[src/rtl/uart_pkg.sv]
// Shared UART definitions: receiver state encoding, frame width and default bit timing.
// The PARITY state is only reachable when UART_RX_PARITY_EN is defined.
package uart_pkg;

  localparam int CLKS_PER_BIT_DEF = 1042;  // 10 MHz / 9600 baud
  localparam int DATA_BITS        = 8;

  typedef enum logic [2:0] {
    IDLE      = 3'd0,
    START     = 3'd1,
    DATA      = 3'd2,
    STOP      = 3'd3,
    WAIT_HIGH = 3'd4,
    PARITY    = 3'd5
  } rx_state_e;

endpackage

[src/rtl/uart_rx_if.sv]
// Receive-side bundle: serial line in, byte, strobes and busy out.
// The parity_err signal exists only when UART_RX_PARITY_EN is defined.
interface uart_rx_if;
  import uart_pkg::*;

  logic                 rx;
  logic [DATA_BITS-1:0] data;
  logic                 data_valid;
  logic                 frame_err;
  logic                 busy;
`ifdef UART_RX_PARITY_EN
  logic                 parity_err;

  modport slave  (input rx, output data, data_valid, frame_err, busy, parity_err);
  modport master (output rx, input data, data_valid, frame_err, busy, parity_err);
`else
  modport slave  (input rx, output data, data_valid, frame_err, busy);
  modport master (output rx, input data, data_valid, frame_err, busy);
`endif

endinterface

[src/rtl/sync_2ff.sv]
// Two-flop synchroniser for a single asynchronous input; reset value is selectable.
// No configuration macros.
module sync_2ff #(
  parameter logic RST_VAL = 1'b1
) (
  input  logic clk,
  input  logic rst_n,
  input  logic d,
  output logic q
);

  logic meta;

  always_ff @(posedge clk or negedge rst_n) begin
    if (!rst_n) begin
      meta <= RST_VAL;
      q    <= RST_VAL;
    end else begin
      meta <= d;
      q    <= meta;
    end
  end

endmodule

[src/rtl/uart_rx.sv]
// 8N1 UART receiver with mid-bit sampling, one-cycle data_valid / frame_err strobes.
// Define UART_RX_PARITY_EN to add an even-parity bit and the parity_err strobe.
//
// state     | meaning
// IDLE      | line idle, waiting for rx_s low
// START     | counting to mid start bit, reject glitch if line high again
// DATA      | sampling 8 data bits LSB first at mid-bit
// PARITY    | sampling parity bit (parity build only)
// STOP      | sampling stop bit, issue data_valid / parity_err / frame_err
// WAIT_HIGH | after framing error, wait for line to return high
module uart_rx
  import uart_pkg::*;
#(
  parameter int CLKS_PER_BIT = CLKS_PER_BIT_DEF,
  parameter int CNT_W        = 11
) (
  input  logic     clk,
  input  logic     rst_n,
  uart_rx_if.slave bus
);

  localparam logic [CNT_W-1:0] MID_CNT  = CNT_W'((CLKS_PER_BIT - 1) / 2);
  localparam logic [CNT_W-1:0] LAST_CNT = CNT_W'(CLKS_PER_BIT - 1);

  rx_state_e            state, state_nxt;
  logic [CNT_W-1:0]     clk_cnt, cnt_nxt;
  logic [2:0]           bit_idx, idx_nxt;
  logic [DATA_BITS-1:0] shift, shift_nxt;
  logic [DATA_BITS-1:0] data_q, data_nxt;
  logic                 dv_q, dv_nxt;
  logic                 fe_q, fe_nxt;
  logic                 rx_s;
`ifdef UART_RX_PARITY_EN
  logic                 par_bit, par_nxt;
  logic                 pe_q, pe_nxt;
`endif

  sync_2ff #(.RST_VAL(1'b1)) u_sync (
    .clk   (clk),
    .rst_n (rst_n),
    .d     (bus.rx),
    .q     (rx_s)
  );

  always_ff @(posedge clk or negedge rst_n) begin
    if (!rst_n) begin
      state   <= IDLE;
      clk_cnt <= '0;
      bit_idx <= '0;
      shift   <= '0;
      data_q  <= '0;
      dv_q    <= 1'b0;
      fe_q    <= 1'b0;
`ifdef UART_RX_PARITY_EN
      par_bit <= 1'b0;
      pe_q    <= 1'b0;
`endif
    end else begin
      state   <= state_nxt;
      clk_cnt <= cnt_nxt;
      bit_idx <= idx_nxt;
      shift   <= shift_nxt;
      data_q  <= data_nxt;
      dv_q    <= dv_nxt;
      fe_q    <= fe_nxt;
`ifdef UART_RX_PARITY_EN
      par_bit <= par_nxt;
      pe_q    <= pe_nxt;
`endif
    end
  end

  always_comb begin
    state_nxt = state;
    cnt_nxt   = clk_cnt;
    idx_nxt   = bit_idx;
    shift_nxt = shift;
    data_nxt  = data_q;
    dv_nxt    = 1'b0;
    fe_nxt    = 1'b0;
`ifdef UART_RX_PARITY_EN
    par_nxt   = par_bit;
    pe_nxt    = 1'b0;
`endif
    case (state)
      IDLE: begin
        if (!rx_s) begin
          state_nxt = START;
          cnt_nxt   = '0;
        end
      end
      START: begin
        if (clk_cnt == MID_CNT) begin
          cnt_nxt   = '0;
          idx_nxt   = '0;
          state_nxt = rx_s ? IDLE : DATA;
        end else begin
          cnt_nxt = clk_cnt + 1'b1;
        end
      end
      DATA: begin
        if (clk_cnt == LAST_CNT) begin
          cnt_nxt            = '0;
          shift_nxt[bit_idx] = rx_s;
          if (bit_idx == 3'd7) begin
`ifdef UART_RX_PARITY_EN
            state_nxt = PARITY;
`else
            state_nxt = STOP;
`endif
          end else begin
            idx_nxt = bit_idx + 1'b1;
          end
        end else begin
          cnt_nxt = clk_cnt + 1'b1;
        end
      end
`ifdef UART_RX_PARITY_EN
      PARITY: begin
        if (clk_cnt == LAST_CNT) begin
          cnt_nxt   = '0;
          par_nxt   = rx_s;
          state_nxt = STOP;
        end else begin
          cnt_nxt = clk_cnt + 1'b1;
        end
      end
`endif
      STOP: begin
        if (clk_cnt == LAST_CNT) begin
          cnt_nxt = '0;
          if (rx_s) begin
            state_nxt = IDLE;
`ifdef UART_RX_PARITY_EN
            if (par_bit != ^shift) begin
              pe_nxt = 1'b1;
            end else begin
              data_nxt = shift;
              dv_nxt   = 1'b1;
            end
`else
            data_nxt = shift;
            dv_nxt   = 1'b1;
`endif
          end else begin
            // framing error wins over parity; break line yields one strobe only
            fe_nxt    = 1'b1;
            state_nxt = WAIT_HIGH;
          end
        end else begin
          cnt_nxt = clk_cnt + 1'b1;
        end
      end
      WAIT_HIGH: begin
        if (rx_s) state_nxt = IDLE;
      end
      default: state_nxt = IDLE;
    endcase
  end

  assign bus.data       = data_q;
  assign bus.data_valid = dv_q;
  assign bus.frame_err  = fe_q;
  assign bus.busy       = (state != IDLE);
`ifdef UART_RX_PARITY_EN
  assign bus.parity_err = pe_q;
`endif

endmodule

[src/flat_wrapper.sv]
// flat-port wrapper written by rule: the top's interface ports become plain ports
module uart_rx_flat import uart_pkg::*;
#(
  parameter int CLKS_PER_BIT = CLKS_PER_BIT_DEF,
  parameter int CNT_W        = 11
)
  (clk, rst_n, bus_rx, bus_data, bus_data_valid, bus_frame_err, bus_busy);
  uart_rx_if bus_i ();
  input  logic clk;
  input  logic rst_n;
  input wire logic [$bits(bus_i.rx)-1:0] bus_rx;
  output wire logic [$bits(bus_i.data)-1:0] bus_data;
  output wire logic [$bits(bus_i.data_valid)-1:0] bus_data_valid;
  output wire logic [$bits(bus_i.frame_err)-1:0] bus_frame_err;
  output wire logic [$bits(bus_i.busy)-1:0] bus_busy;
  assign bus_i.rx = bus_rx;
  assign bus_data = bus_i.data;
  assign bus_data_valid = bus_i.data_valid;
  assign bus_frame_err = bus_i.frame_err;
  assign bus_busy = bus_i.busy;
  uart_rx #(.CLKS_PER_BIT(CLKS_PER_BIT), .CNT_W(CNT_W)) u_core (.clk(clk), .rst_n(rst_n), .bus(bus_i));
endmodule
[config.mk]
export PLATFORM = sky130hd
export DESIGN_NAME = uart_rx_flat
export DESIGN_NICKNAME = d
export VERILOG_FILES = /design/src/rtl/uart_pkg.sv /design/src/rtl/uart_rx_if.sv /design/src/rtl/sync_2ff.sv /design/src/rtl/uart_rx.sv /design/src/flat_wrapper.sv
export SDC_FILE = /design/constraint.sdc
export NUM_CORES = 1
export LEC_CHECK = 0
export CELL_PAD_IN_SITES_DETAIL_PLACEMENT = 0
export CELL_PAD_IN_SITES_GLOBAL_PLACEMENT = 1
export CORE_ASPECT_RATIO = 1.1
export CORE_MARGIN = 2
export CORE_UTILIZATION = 49
export DETAILED_ROUTE_END_ITERATION = 8
export PLACE_DENSITY = 0.82
export SLEW_MARGIN = 30
export SYNTH_ARGS = -nofsm -noshare
export SYNTH_HDL_FRONTEND = slang
export SYNTH_SLANG_ARGS = --single-unit
[constraint.sdc]
create_clock -name clk -period 3.53 [get_ports clk]
set_clock_uncertainty 0.05 [all_clocks]
set_input_delay 0.706 -clock clk [delete_from_list [all_inputs] [get_ports clk]]
set_output_delay 0.706 -clock clk [all_outputs]
set_load 0.05 [all_outputs]
# == After elaboration in Yosys (flattened, before gate mapping) ==
# Cells that the tools add are included.
# word_totals
ff_bits,37
inputBits,3
output_inout_bits,11
# op_classes
add_sub_neg,2
order_cmp,2
n_eq_ne,14
mux,26
n_reduce_logical,11
# ops
cell,count
$mux W11,3
$pmux W11 S3,1
$mux W3,10
$pmux W3 S5,1
$add A11 B1 Y11 const B,1
$eq A11 B10 Y1 const B,1
$eq A11 B11 Y1 const B,1
$bwmux W8,1
$ne A2 B1 Y1 const B,4
$mux W1,7
$eq A3 B2 Y1 const B,2
$eq A3 B3 Y1 const B,2
$ne A2 B2 Y1 const B,3
$pmux W3 S2,1
$reduce_and A6 Y1,1
$reduce_bool A3 Y1,2
$lt A3 B4 Y1 const B,1
$reduce_and A2 Y1,2
$reduce_and A4 Y1,1
$add A3 B1 Y3 const B,1
$demux W1 S3,1
$eq A3 B1 Y1 const B,1
$ge A3 B1 Y1 const B,1
$logic_not A3 Y1,1
5 further kinds,5

# == Depth between registers and ports, before layout ==
# depth
depth_word,5
mapped_depth,9
ltp_nobuf,7

# == Hierarchy ==
# From an unflattened synthesis, not the netlist that was laid out.
# hier_totals
hier_cells,162
hier_area_um2,1799.2
# modules_own_cells
mod,instances,cells_per_inst,area_per_inst_um2,seq_area_each_um2
uart_rx,1,160,1746.7,875.8
sync_2ff,1,2,52.6,52.6

# == Worst setup path after synthesis ==
# Ideal clock, no wire load.
# synth_path
path_type,reg-to-reg
from,reg u_core.clk_cnt[5]
to,reg u_core.shift[0]
setup_time_ps,125
t_arrival_ps,1945
t_required_ps,3355
slack_ps,1410
stages_incl_launch_ff,6
n_path_buf,0
path_cell_list,dfrtp_1 -> or4_4 -> and4bb_2 -> nand3_1 -> nor3_1 -> mux2_2
# synth_between
elab_chain_cells,2
# synth_rtl
item,line_no,source
"start, declared",uart_rx.sv:26,"logic [CNT_W-1:0] clk_cnt, cnt_nxt;"
"start signal, assigned",uart_rx.sv:60,clk_cnt <= cnt_nxt;
$eq A11 B11 Y1,uart_rx.sv:102,if (clk_cnt == LAST_CNT) begin
$reduce_and A2 Y1 (no line),-,
"end signal, assigned",uart_rx.sv:62,shift <= shift_nxt;
"end, declared",uart_rx.sv:28,"logic [DATA_BITS-1:0] shift, shift_nxt;"
# No other way between the ends.
# A chain may end at the register's enable or synchronous reset.

# == Final worst setup path ==
# layout_path
from,reg u_core.state[1]
to,out bus_busy
# layout_between
elab_chain_cells,1
# layout_rtl
item,line_no,source
"start, declared",uart_rx.sv:25,"rx_state_e state, state_nxt;"
"start signal, assigned",uart_rx.sv:59,state <= state_nxt;
$reduce_bool A3 Y1,uart_rx.sv:164,assign bus.busy = (state != IDLE);
"end, declared",flat_wrapper.sv:15,output wire logic [$bits(bus_i.busy)-1:0] bus_busy;
# No other way between the ends.

==> results.md <==
* Run status: complete, no violations
* Synth top area cells: dfrtp_1 (49%), mux2_2 (7.5%), ha_1 (3.5%), nand3_1 (3.3%), mux2_4 (3.3%)
* Final Wtd Congestion at approximately 0.8
* Worst EP arrival at around 1.9 ns
* Reg power frac at 59.7%
* Leakage at ~0.92 nW
* Warning count from the yosys run at 0
* Combinational Power Share at 1.6%
* Critical-path maximum fanout at 10
* Register-to-Register Path Depth at 4
* Mux contribution to synthesized area at 13.1%
* Htree depth at 2
* Initial antenna violation count at 0
* Share of the synthesized area in the top cell type at between 40% and 50%
* Drt first pass iters at 4
* Most frequent cells in the layout: dfrtp_1 (35), nand2_1 (15), clkdlybuf4s50_1 (13), mux2_2 (12), nand3_1 (12)
* Number of flops mapped to enable cells by yosys at 0
* Clock network power share at between 30% and 40%
* CTS Root Cell: clkbuf_8
* Core region area at 3570 sq um
* CTS sink cnt at 37
* Hold Path Class: reg -> reg
* Final Hold Viols at 0
* Largest net degree at the start of global routing at 38
* Site Rows at 23
* Maxcap violations at 0
* Max Freq at roughly 380 MHz
* Vias per cell at between 5 and 6
* Starting Density at between 50 and 60%
* HP Start: u_core.u_sync.meta$_DFF_PN1_
* Syn_nets at about 170
* Max IR drop VDD at around 230 uV
* Mapped cell area at between 1500 and 2000 sq um
* FF-to-FF End: u_core.bus.data[5]$_DFFE_PN0P_
* Slew @ Worst Pin at 0.843 ns
* Final #Nets at ~190
* Compound-Gate Fraction of Synth Area at between 10% and 20%
* Most common cell after layout, fill and taps aside: dfrtp_1
* Worst-path clk slew at about 0.070 ns
* Syn_area_per_cell at approximately 11 sq um
* Critical path class: reg -> out
* Sw Pwr at around 0.15 mW
* Adder-Cell Fraction of Synth Area at roughly 3.5%
* Minimum clock period at 2.63 ns
* Startpoint class of the critical path: flop
* Remaining antenna violation count at 0
* Vias in the first global route at about 1200
* Post-Syn Instances at approximately 170
* First-pass GRT wire length at roughly 5.5 mm
* Die ar. at roughly 4200 sq um
* Synth area leader: dfrtp_1
* Vias post-DR at ~1300
* CTS tree: done
* Setup violators final at 0
* Xor/xnor cell area share of the yosys netlist at 0%
* R2R Setup Slk at ~1.1 ns
* WHS Endpoint: u_core.u_sync.q$_DFF_PN1_
* Top_reg_cell synth: dfrtp_1
* Max-slew violations at 0
* DRC at 0
* RSZ-0062 raised after global routing: no
* Hold Crit Depth at 0
* Final WL at 3.26 mm
* Tot GR Track Use at 17.8%
* Switching part of the total at roughly a fifth
* Area growth syn-to-layout at 13.7%
* CP Data Required Time at about 2.8 ns
* Post-CTS sizing at 0
* N_diodes at 0
* Final Cycle Share at 74.4%
* Crit path capture type: primary output
* Main combinational cell family by area after synthesis: simple AND/OR/NAND/NOR gates
* Post-Synth Simple-Gate Area at approximately 17%
* Hold WS at about 0.31 ns
* Register bit total from synthesis at 37
* Clk_lat worst skew at between 0.2 and 0.3 ns
* Async set-or-reset flop fraction in the synthesized netlist at 100%
* Post-DP Area at around 2000 sq um
* TritonCTS Buffers at 5
* IO Pins at 14
* Dpl hpwl at 2.25 mm
* Post-CTS Setup Bufs at 0
* Grt ovf at 0
* Final setup TNS at 0 ns
* Port bufs at 13
* P_int at 0.566 mW
* Detailed Route Iter0 Violations at 62
* Die width at ~62 microns
* Yosys cell types at 37
* Maximum root-to-sink buffer count at 2
* Cts hold-fix bufs at 0
* Layout cells sized above 1 at between 10% and 20%
* Design Area, Final at roughly 2000 sq um
* Pwr/cell area at ~350 nW/um^2
* Chip height at roughly 68 microns
* Worst reg2reg path startpoint: u_core.clk_cnt[5]$_DFFE_PN0P_
* Avg WL per Cell at about 14 microns
* Sequential-to-total area share from yosys stat at just over 50%
* Relative slew slack at 43.8%
==> synth_stat cells, types with 4 or more instances <==
cell,instances
a21oi_1,8
nand2_1,15
nor3_1,7
mux2_2,12
mux2i_1,4
nor2_1,9
a31oi_1,8
clkbuf_1,5
inv_1,7
mux2_4,4
nand3_1,12
ha_1,5
dfrtp_1,35
==> routing by layer <==
layer / track usage (%) / up-vias / routed length, microns
met4: 5.59 / 0 / 30
met3: 5.17 / 3 / 107
met1: 22.1 / 659 / 1430
met2: 29.3 / 28 / 1690
li1: - / 620 / -
met5: 0 / - / 0
==> worst max-delay path, cell delays in order, from the launching register on <==
cell,delay (ns)
dfrtp_1,0.48
or3_1,0.40
clkdlybuf4s50_1,0.71
==> cell families after synthesis <==
family / count (synthesis)
AND/OR/NAND/NOR: 59
flip-flops: 37
AO/OA/AOI/OAI: 29
multiplexers: 20
buffers and inverters: 15
adder cells (fa/ha/maj): 5
==> sequential cells by signal, summed over array words and instances (netlist names) <==
| name | flops |
|---|---|
| u_core.clk_cnt | 11 |
| u_core.bus.data | 8 |
| u_core.shift | 8 |
| u_core.bit_idx | 3 |
| u_core.state | 3 |
| u_core.bus.data_valid | 1 |
| u_core.bus.frame_err | 1 |
| u_core.u_sync.meta | 1 |
| u_core.u_sync.q | 1 |
==> through the flow <==
stage | utilization [%] | instances | power (mW) | setup slack [ns]
floorplan | - | 165 | 0.437 | 1.41
CTS | 57.3 | 229 | 0.729 | 0.890
global placement | 54.8 | 221 | 0.449 | 0.992
global route | 57.3 | 229 | 0.750 | 0.832
detailed placement | 55.0 | 221 | 0.449 | 1.07
finish | 57.3 | 229 | 0.718 | 0.903
==> area by class of cell <==
class                   instances  area, sq um
clock inverters                 2         10.0
well taps                      50         62.6
multi-input cells             113          808
clock buffers                   6         72.6
repair buffers                 14          138
fillers                       341         1520
flip-flops and latches         37          928
inverters                       7         26.3
==> power groups by stage <==
stage	Sequential (mW)	Clock (mW)	Combinational, mW
final	0.429	0.278	0.0116
after detailed placement	0.437	0	0.0124
after global routing	0.428	0.308	0.0136
after floorplan	0.435	0	0.00207
after CTS	0.428	0.288	0.0124
after global placement	0.437	0	0.0120
==> how the worst max path moves through the flow <==
stage,from,endpoint,slack (ns),cells past startpoint
finish,u_core.state[1]$_DFFE_PN0P_,bus_busy,0.90,2
detailed placement,u_core.clk_cnt[5]$_DFFE_PN0P_,u_core.bus.data[5]$_DFFE_PN0P_,1.07,4
global placement,u_core.clk_cnt[0]$_DFFE_PN0P_,u_core.clk_cnt[6]$_DFFE_PN0P_,0.99,6
CTS,u_core.state[1]$_DFFE_PN0P_,bus_busy,0.89,2
global route,u_core.state[1]$_DFFE_PN0P_,bus_busy,0.83,2
floorplan,u_core.clk_cnt[5]$_DFFE_PN0P_,u_core.shift[0]$_DFFE_PN0P_,1.41,5
No activity file was read; power rests on OpenSTA's default activity.
==> variant: new RTL, config.mk and constraints unchanged <==
Re-encode `rx_state_e` (6 states) as Gray code, 3 bits wide.
--- a/src/rtl/uart_pkg.sv
+++ b/src/rtl/uart_pkg.sv
@@ -6,12 +6,12 @@
   localparam int DATA_BITS        = 8;
 
   typedef enum logic [2:0] {
-    IDLE      = 3'd0,
-    START     = 3'd1,
-    DATA      = 3'd2,
-    STOP      = 3'd3,
-    WAIT_HIGH = 3'd4,
-    PARITY    = 3'd5
+    IDLE      = 3'b000,
+    START     = 3'b001,
+    DATA      = 3'b011,
+    STOP      = 3'b010,
+    WAIT_HIGH = 3'b110,
+    PARITY    = 3'b111
   } rx_state_e;
 
 endpackage
Behaviour: no difference found for any inputs over 10 cycles, from zero or initial values and one cycle with rst_n low; not proved beyond that.
==> variant against the unedited design <==
- power is 0.21% lower
- routed wire length increased by 18%
- setup slack lost 0.096 ns
- sequential power about the same
- critical path type unchanged
- design area is 4.3% higher
- synthesized area rose by 4.9%
- sequential cell count is the same
- critical path depth is 1 higher
==> variant: results <==
[layout]
nFillCells = 334
buffer_area_share_pct = 6.565
regMostFlops = "u_core.clk_cnt"
layout-drive-gt1-share_pct = 18.56
instances_no_fill = 244
inv_count = 9
buffers = 15
area_delta_synth_final_pct = 13.13
clk_share_pct = 3.869
nets = 201
multi_input_cells = 125
multi_input_area_share_pct = 41.56

[critical_path]
r2r_slack_ns = 0.84
path_max_fanout = 12
r2r-end = "u_core.shift[1]$_DFFE_PN0P_"
worstPathArrival_ns = 1.97
rr_worst_depth = 5

[power_and_ir_drop]
ir_worst_vdd_uv = 158.7
total_power_uw = 716.3
powerClk_uw = 277
leakage_nw = 0.9474
powerComb_uw = 10.8
internal-power_uw = 564.3

[worst_hold_path]
hold_path.class = "register to register"

[drt]
drt_first_iter_violations = 57
finalWirelength_mm = 3.836
vias = 1424
dr.pass1.iters = 4

[placement]
gp_congestion = 0.8776
place_ws_ns = 0.8451
dp_hpwl_mm = 2.748

[global_route]
gr-usage-all-layers_pct = 19.31
grt_pass1_wl_mm = 6.589

[logic_synthesis]
syn_nets = 188
muxShareOfSynthArea_pct = 12.27
synth_fa_ha_area_share_pct = 3.316
synth_compound_area_share_pct = 10.74
ys_types = 44
syn_avg_cell_area_um2 = 10.48
synth_area_leaders = "dfrtp_1 46%, mux2_2 10%, nand2_1 4.0%"
synthXorXnorAreaFrac_pct = 0.4642
synthTopCellsByCount = "35 x dfrtp_1, 20 x nand2_1, 17 x mux2_2"
ys_seq_area_share_pct = 49.20

[timing]
finalCritPeriodShare_pct = 77.15
hold_slack_ns = 0.3072
relSlewSlack_pct = 45.40

[run_status]
status = "complete, no violations"

[die]
die_w_um = 63.17

[cts]
ctsLongestPathBuffers = 2
insertion_delay_ns = 0.28
## variant: cell types whose count changed in the layout (fill, tap and decap cells not counted), sizes merged, moves of 3 or more
cell	delta
nand3	+3
a41oi	-3
a31oi	-8
nand2	+5
nand2b	-3
o21ai	+5
## variant: kinds of logic (layout without fill, tap and decap cells)
kind of cell / after synthesis / count (layout)
DFF: 37 / 37
muxes: 21 / 21
and+or+nand+nor: 68 / 68
AOI/OAI and AO/OA: 30 / 30
adders and majority gates: 5 / 5
xor gates and xnor gates: 1 / 1
buffers and inverters: 18 / 32
## variant: routing by layer
metal	track usage [%]	wire length, um	vias up
li1	-	-	671
met1	21.47	1630	721
met2	34.87	2045	26
met3	3.752	106	6
met4	9.136	53	0
met5	0	0	-
## variant: worst reg2reg max path: stages, from the launching register on
cell     delay, ns
dfrtp_1       0.44
or4_4         0.57
or4b_4        0.54
or3_4         0.42
nor3b_2       0.20
mux2_2        0.35
